### config.mk
export PLATFORM = sky130hd
export DESIGN_NAME = ped_signal_ctrl
export DESIGN_NICKNAME = d
export VERILOG_FILES = /design/src/rtl/ped_signal_ctrl_pkg.sv /design/src/rtl/ped_dir_fsm.sv /design/src/rtl/ped_signal_ctrl.sv
export SDC_FILE = /design/constraint.sdc
export NUM_CORES = 1
export LEC_CHECK = 0
export CAP_MARGIN = 5
export CORE_UTILIZATION = 44
export CTS_CLUSTER_SIZE = 24
export DETAILED_ROUTE_END_ITERATION = 16
export HOLD_SLACK_MARGIN = 0.06
export PLACE_DENSITY = 0.82
export SETUP_SLACK_MARGIN = 0.02
export SYNTH_ARGS = -nofsm -noshare
export SYNTH_HDL_FRONTEND = slang
export SYNTH_SLANG_ARGS = --single-unit
export TNS_END_PERCENT = 5
### constraint.sdc
create_clock -name clk -period 1.75 [get_ports clk]
set_clock_uncertainty 0.2 [all_clocks]
set_input_delay 0.525 -clock clk [delete_from_list [all_inputs] [get_ports clk]]
set_output_delay 0.525 -clock clk [all_outputs]
set_load 0.01 [all_outputs]
### src/rtl/ped_signal_ctrl_pkg.sv
// Shared encodings, state type and default timings for the pedestrian signal controller.
package ped_signal_ctrl_pkg;

  localparam logic [2:0] LIGHT_RED    = 3'b100;
  localparam logic [2:0] LIGHT_YELLOW = 3'b010;
  localparam logic [2:0] LIGHT_GREEN  = 3'b001;

  localparam logic [1:0] PED_DONT_WALK = 2'b00;
  localparam logic [1:0] PED_WALK      = 2'b01;
  localparam logic [1:0] PED_FLASH     = 2'b10;

  typedef enum logic [1:0] {
    ST_DW    = PED_DONT_WALK,
    ST_WALK  = PED_WALK,
    ST_FLASH = PED_FLASH
  } ped_state_t;

  localparam int DEFAULT_WALK_SEC  = 5;
  localparam int DEFAULT_FLASH_SEC = 3;

  // A light is well formed only when exactly one of its three lamps is lit.
  function automatic logic light_is_onehot(input logic [2:0] light);
    return (light == LIGHT_RED) || (light == LIGHT_YELLOW) || (light == LIGHT_GREEN);
  endfunction

endpackage

### src/rtl/ped_dir_fsm.sv
// One pedestrian direction: request latch, green-onset detect, DW/WALK/FLASH FSM and phase counter.
module ped_dir_fsm
  import ped_signal_ctrl_pkg::*;
#(
  parameter int WALK_SEC  = DEFAULT_WALK_SEC,
  parameter int FLASH_SEC = DEFAULT_FLASH_SEC
) (
  input  logic       clk,
  input  logic       rst,
  input  logic       tick,
  input  logic [2:0] light,
  input  logic       btn,
  input  logic       force_dw,
  output logic [1:0] ped,
  output logic       req,
  output logic [3:0] count
);

  ped_state_t state_r, state_s;
  logic [3:0] count_r, count_s;
  logic       req_r, req_s;
  logic [2:0] prev_light_r;
  logic       green_s, onset_s;

  assign green_s = (light == LIGHT_GREEN);
  assign onset_s = green_s && (prev_light_r != LIGHT_GREEN);

  // State, counter, request and previous-light registers.
  always_ff @(posedge clk or negedge rst) begin
    if (!rst) begin
      state_r      <= ST_DW;
      count_r      <= 4'd0;
      req_r        <= 1'b0;
      prev_light_r <= LIGHT_RED;
    end else begin
      state_r      <= state_s;
      count_r      <= count_s;
      req_r        <= req_s;
      prev_light_r <= light;
    end
  end

  // Next-state, counter and request logic; a fault freezes the request and parks the FSM in DW.
  always_comb begin
    state_s = state_r;
    count_s = count_r;
    req_s   = req_r;
    if (force_dw) begin
      state_s = ST_DW;
      count_s = 4'd0;
    end else begin
      case (state_r)
        ST_DW: begin
          count_s = 4'd0;
          if (onset_s && (req_r || btn)) begin
            state_s = ST_WALK;
            count_s = 4'(WALK_SEC);
            req_s   = 1'b0;
          end else begin
            req_s = req_r | btn;
          end
        end
        ST_WALK: begin
          if (!green_s) begin
            state_s = ST_DW;
            count_s = 4'd0;
          end else if (count_r == 4'd0) begin
            state_s = ST_FLASH;
            count_s = 4'(FLASH_SEC);
          end else if (tick) begin
            count_s = count_r - 4'd1;
          end else begin
            count_s = count_r;
          end
        end
        ST_FLASH: begin
          req_s = req_r | btn;
          if (!green_s || (count_r == 4'd0)) begin
            state_s = ST_DW;
            count_s = 4'd0;
          end else if (tick) begin
            count_s = count_r - 4'd1;
          end else begin
            count_s = count_r;
          end
        end
        default: begin
          state_s = ST_DW;
          count_s = 4'd0;
        end
      endcase
    end
  end

  assign ped   = state_r;
  assign req   = req_r;
  assign count = count_r;

endmodule

### src/rtl/ped_signal_ctrl.sv
// Pedestrian signal controller: two direction FSMs plus the sticky illegal-light fault that parks both in DW.
module ped_signal_ctrl
  import ped_signal_ctrl_pkg::*;
#(
  parameter int WALK_SEC  = DEFAULT_WALK_SEC,
  parameter int FLASH_SEC = DEFAULT_FLASH_SEC
) (
  input  logic       clk,
  input  logic       rst,
  input  logic       tick,
  input  logic [2:0] NS_light,
  input  logic [2:0] EW_light,
  input  logic       ped_btn_ns,
  input  logic       ped_btn_ew,
  output logic [1:0] ns_ped,
  output logic [1:0] ew_ped,
  output logic       ns_req,
  output logic       ew_req,
  output logic [3:0] ns_count,
  output logic [3:0] ew_count,
  output logic       fault
);

  logic illegal_s, fault_r, force_dw_s;

  // The current illegal sample also forces DW so the outputs go dark together with fault.
  assign illegal_s = !light_is_onehot(NS_light) || !light_is_onehot(EW_light) ||
                     ((NS_light != LIGHT_RED) && (EW_light != LIGHT_RED));
  assign force_dw_s = fault_r | illegal_s;

  // Sticky fault flag, cleared only by reset.
  always_ff @(posedge clk or negedge rst) begin
    if (!rst) begin
      fault_r <= 1'b0;
    end else begin
      fault_r <= fault_r | illegal_s;
    end
  end

  assign fault = fault_r;

  ped_dir_fsm #(.WALK_SEC(WALK_SEC), .FLASH_SEC(FLASH_SEC)) u_ns (
    .clk(clk), .rst(rst), .tick(tick), .light(NS_light), .btn(ped_btn_ns),
    .force_dw(force_dw_s), .ped(ns_ped), .req(ns_req), .count(ns_count)
  );

  ped_dir_fsm #(.WALK_SEC(WALK_SEC), .FLASH_SEC(FLASH_SEC)) u_ew (
    .clk(clk), .rst(rst), .tick(tick), .light(EW_light), .btn(ped_btn_ew),
    .force_dw(force_dw_s), .ped(ew_ped), .req(ew_req), .count(ew_count)
  );

endmodule

==> flow_summary.yaml <==
outcome:
  outcome: "finished, violations left"
  violations: "setup timing"
placement:
  port_buffers: 25
  place_inst: 193
  gp_congestion: 0.8013
  dp.final_hpwl_um: 2138
synth:
  synthMuxAreaShare_pct: 1.752
  synth-simple-area-share_pct: 25.30
  synth_nets: 127
  yosysMostFrequentCell: "dfrtp_1"
  synth_ff_type: "dfrtp_1"
  synth_warnings: 0
  synth_compound_area_share_pct: 15.88
  synth_xor_xnor_area_share_pct: 4.600
  synth_area_sq_um: 1142
  synth.largest_area_cell: "dfrtp_1"
  postSynth.asyncResetShare_pct: 100.0
  ys_types: 40
  synth_top_cells_by_count: "dfrtp_1 (19), a21oi_1 (8), inv_1 (8)"
  synth_top_family_by_area: "simple AND/OR/NAND/NOR gates"
  synth_seq_cells: 21
  yosysSeqAreaShare_pct: 46.22
  synth-edff-count: 0
  synth_fa_ha_area_share_pct: 2.191
  synth_area_leaders: "dfrtp_1 (42%), dfstp_2 (4.6%), nor3b_1 (3.9%)"
  synth_cells: 114
  synth_top_area_share_pct: 41.62
  avgSynthCellArea_sq_um: 10.02
critical_path:
  crit_path_start_kind: "primary input"
  crit_path_max_incr_delay_ns: 0.54
  cp_max_fo: 5
  rrSetupSlack_ns: 0
  cp-end-kind: "register"
  crit_arrival_ns: 1.79
  crit_chain: "buf_6 > or4b_4 > a21oi_4 > o21ai_4 > nor4_2"
  required_ns: 1.75
  critPathSlowestCell: "or4b_4"
  critical_path_class: "in2reg"
cts:
  cts_tree: "done"
  cts_max_level: 1
  clock_sinks: 21
  clkTransAtPathRegs_ns: 0.11
  cts_buffer_depth: 2
  numCtsBuffers: 3
  insertion_delay_ns: 0.30
  root_buffer: "clkbuf_4"
  ctsHoldBuffers: 0
final_layout:
  layout-drive-gt1-share_pct: 39.88
  syn_to_final_growth_pct: 58.38
  final_cells: 203
  postLayoutCoreUtil_pct: 73.70
  diodes: 0
  nets: 187
route:
  vias_per_cell: 5.601
  wl_um: 3144
  drtAntennaViolNets: 0
  drc: 0
  vias: 1137
  firstDrtPassIters: 4
  drt_iter0_drc: 41
  wl_per_cell_um: 15.49
timing:
  finalSetupTns_ns: -0.05972
  rsz0062_at_grt: "true"
  setup_viol: 2
  worstMarginPinSlew_ns: 0.4633
  finalCriticalPeriod_ns: 1.786
  hold_ws_ns: 0.1366
  relSlewSlack_pct: 69.05
  slew_viol_final: 0
  fmax_mhz: 560.0
  hold_viol_final: 0
  fin_crit_sh_pct: 102.0
  worst_slack_ns: -0.03557
global_routing:
  overflow: 0
  grt_pass1_vias: 1145
  grt.total_usage_pct: 24.94
  antenna_found_initial: 0
  grt_max_degree: 22
  grt_first_pass_wirelength_um: 4974
power_and_ir_drop:
  leakage_nw: 0.8063
  pwr-share-clk_pct: 27.0
  power.share.combinational_pct: 14.0
  p_sw_share_pct: 23.45
  p_per_area_nw_per_um2: 464.2
  power.internal_mw: 0.6429
  switchingPower_mw: 0.1969
  p_seq_share_pct: 59.0
  vdd_drop_max_mv: 0.4428
floorplan:
  die_h_um: 52.96
  dieWidth_um: 52.96
  start_util_pct: 46.53
  ios: 26
  die-area_sq_um: 2804
  num_rows: 18
  fp.coreArea_sq_um: 2455
flow_run:
  cap_violations: 0
worst_hold_path:
  hold_path.class: "in2reg"
flip-flops by register name (all words and copies together) (netlist names):
name / flops
fault: 1
u_ew.count: 4
u_ew.ped: 2
u_ew.prev_light_r: 3
u_ew.req: 1
u_ns.count: 4
u_ns.ped: 2
u_ns.prev_light_r: 3
u_ns.req: 1
logic make-up after synthesis:
kind of cell | after synthesis
compound gates | 27
xor+xnor | 6
fa+ha+maj | 2
buf+inv | 10
flops | 21
mux | 2
simple gates | 46
what timing repair did:
| item | CTS | global route |
|---|---|---|
| setup endpoints to repair | 30 | 23 |
| buffers inserted | 4 | 1 |
| gates resized for setup | 44 | 36 |
| pin swaps | 6 | 9 |
| cloned | 1 | 0 |
metrics by stage:
stage          setup WS, ns  total power [mW]  area, sq um
2_1_floorplan       -0.1204            0.5376         1142
3_3_place_gp        -0.6802            0.6028         1622
3_5_place_dp        -0.7808            0.6071         1622
4_1_cts             -0.1211            0.8365         1725
5_1_grt            -0.06256            0.8711         1809
6_report           -0.03557            0.8399         1809
worst paths after layout:
path,start,to,cells after the start
hold reg to reg,u_ns.ped[1],u_ns.ped[0],2
setup / recovery,NS_light[1],u_ns.count[3],5
min in group asynchronous,rst,u_ns.count[2],2
hold / removal,NS_light[0],u_ns.prev_light_r[0],1
setup reg to reg,u_ns.count[1],u_ns.count[0],6
max in group asynchronous,rst,u_ew.prev_light_r[2],2
cell usage in the layout (no fill, tap or decap), types with 4 or more instances in the layout:
master,n
buf_4,29
dfrtp_1,19
clkdlybuf4s15_1,10
a21oi_1,8
nand2_1,7
inv_1,6
nor2_1,5
nand2b_1,4
xor2_1,4
nor2b_1,4
nand3_1,4
layer usage:
layer	up-vias	global-route usage, %	routed length [um]
met5	-	0	0
met4	0	12.72	97
met3	12	2.299	133
met2	42	46.41	1702
met1	548	27.72	1210
li1	535	-	-
critical path: cells and delay by family:
kind                   cells  cell delay (ns)
AO/OA/AOI/OAI              2             0.31
AND/OR/NAND/NOR            2             0.85
buffers and inverters      1             0.10
area by class of cell:
class	instances	area (sq um)
flip-flops and latches	21	528.0
fillers	166	645.6
inverters	8	30.03
well taps	30	37.54
repair buffers	56	485.5
multi-input cells	84	701.9
clock buffers	4	26.28
power by group through the flow:
stage	logic (mW)	clock network (mW)	registers [mW]
floorplan	0.0330	0	0.505
global placement	0.0981	0	0.505
detailed placement	0.102	0	0.505
CTS	0.107	0.234	0.496
global route	0.126	0.249	0.497
finish	0.118	0.227	0.496
No activity file was read; power rests on OpenSTA's default activity.
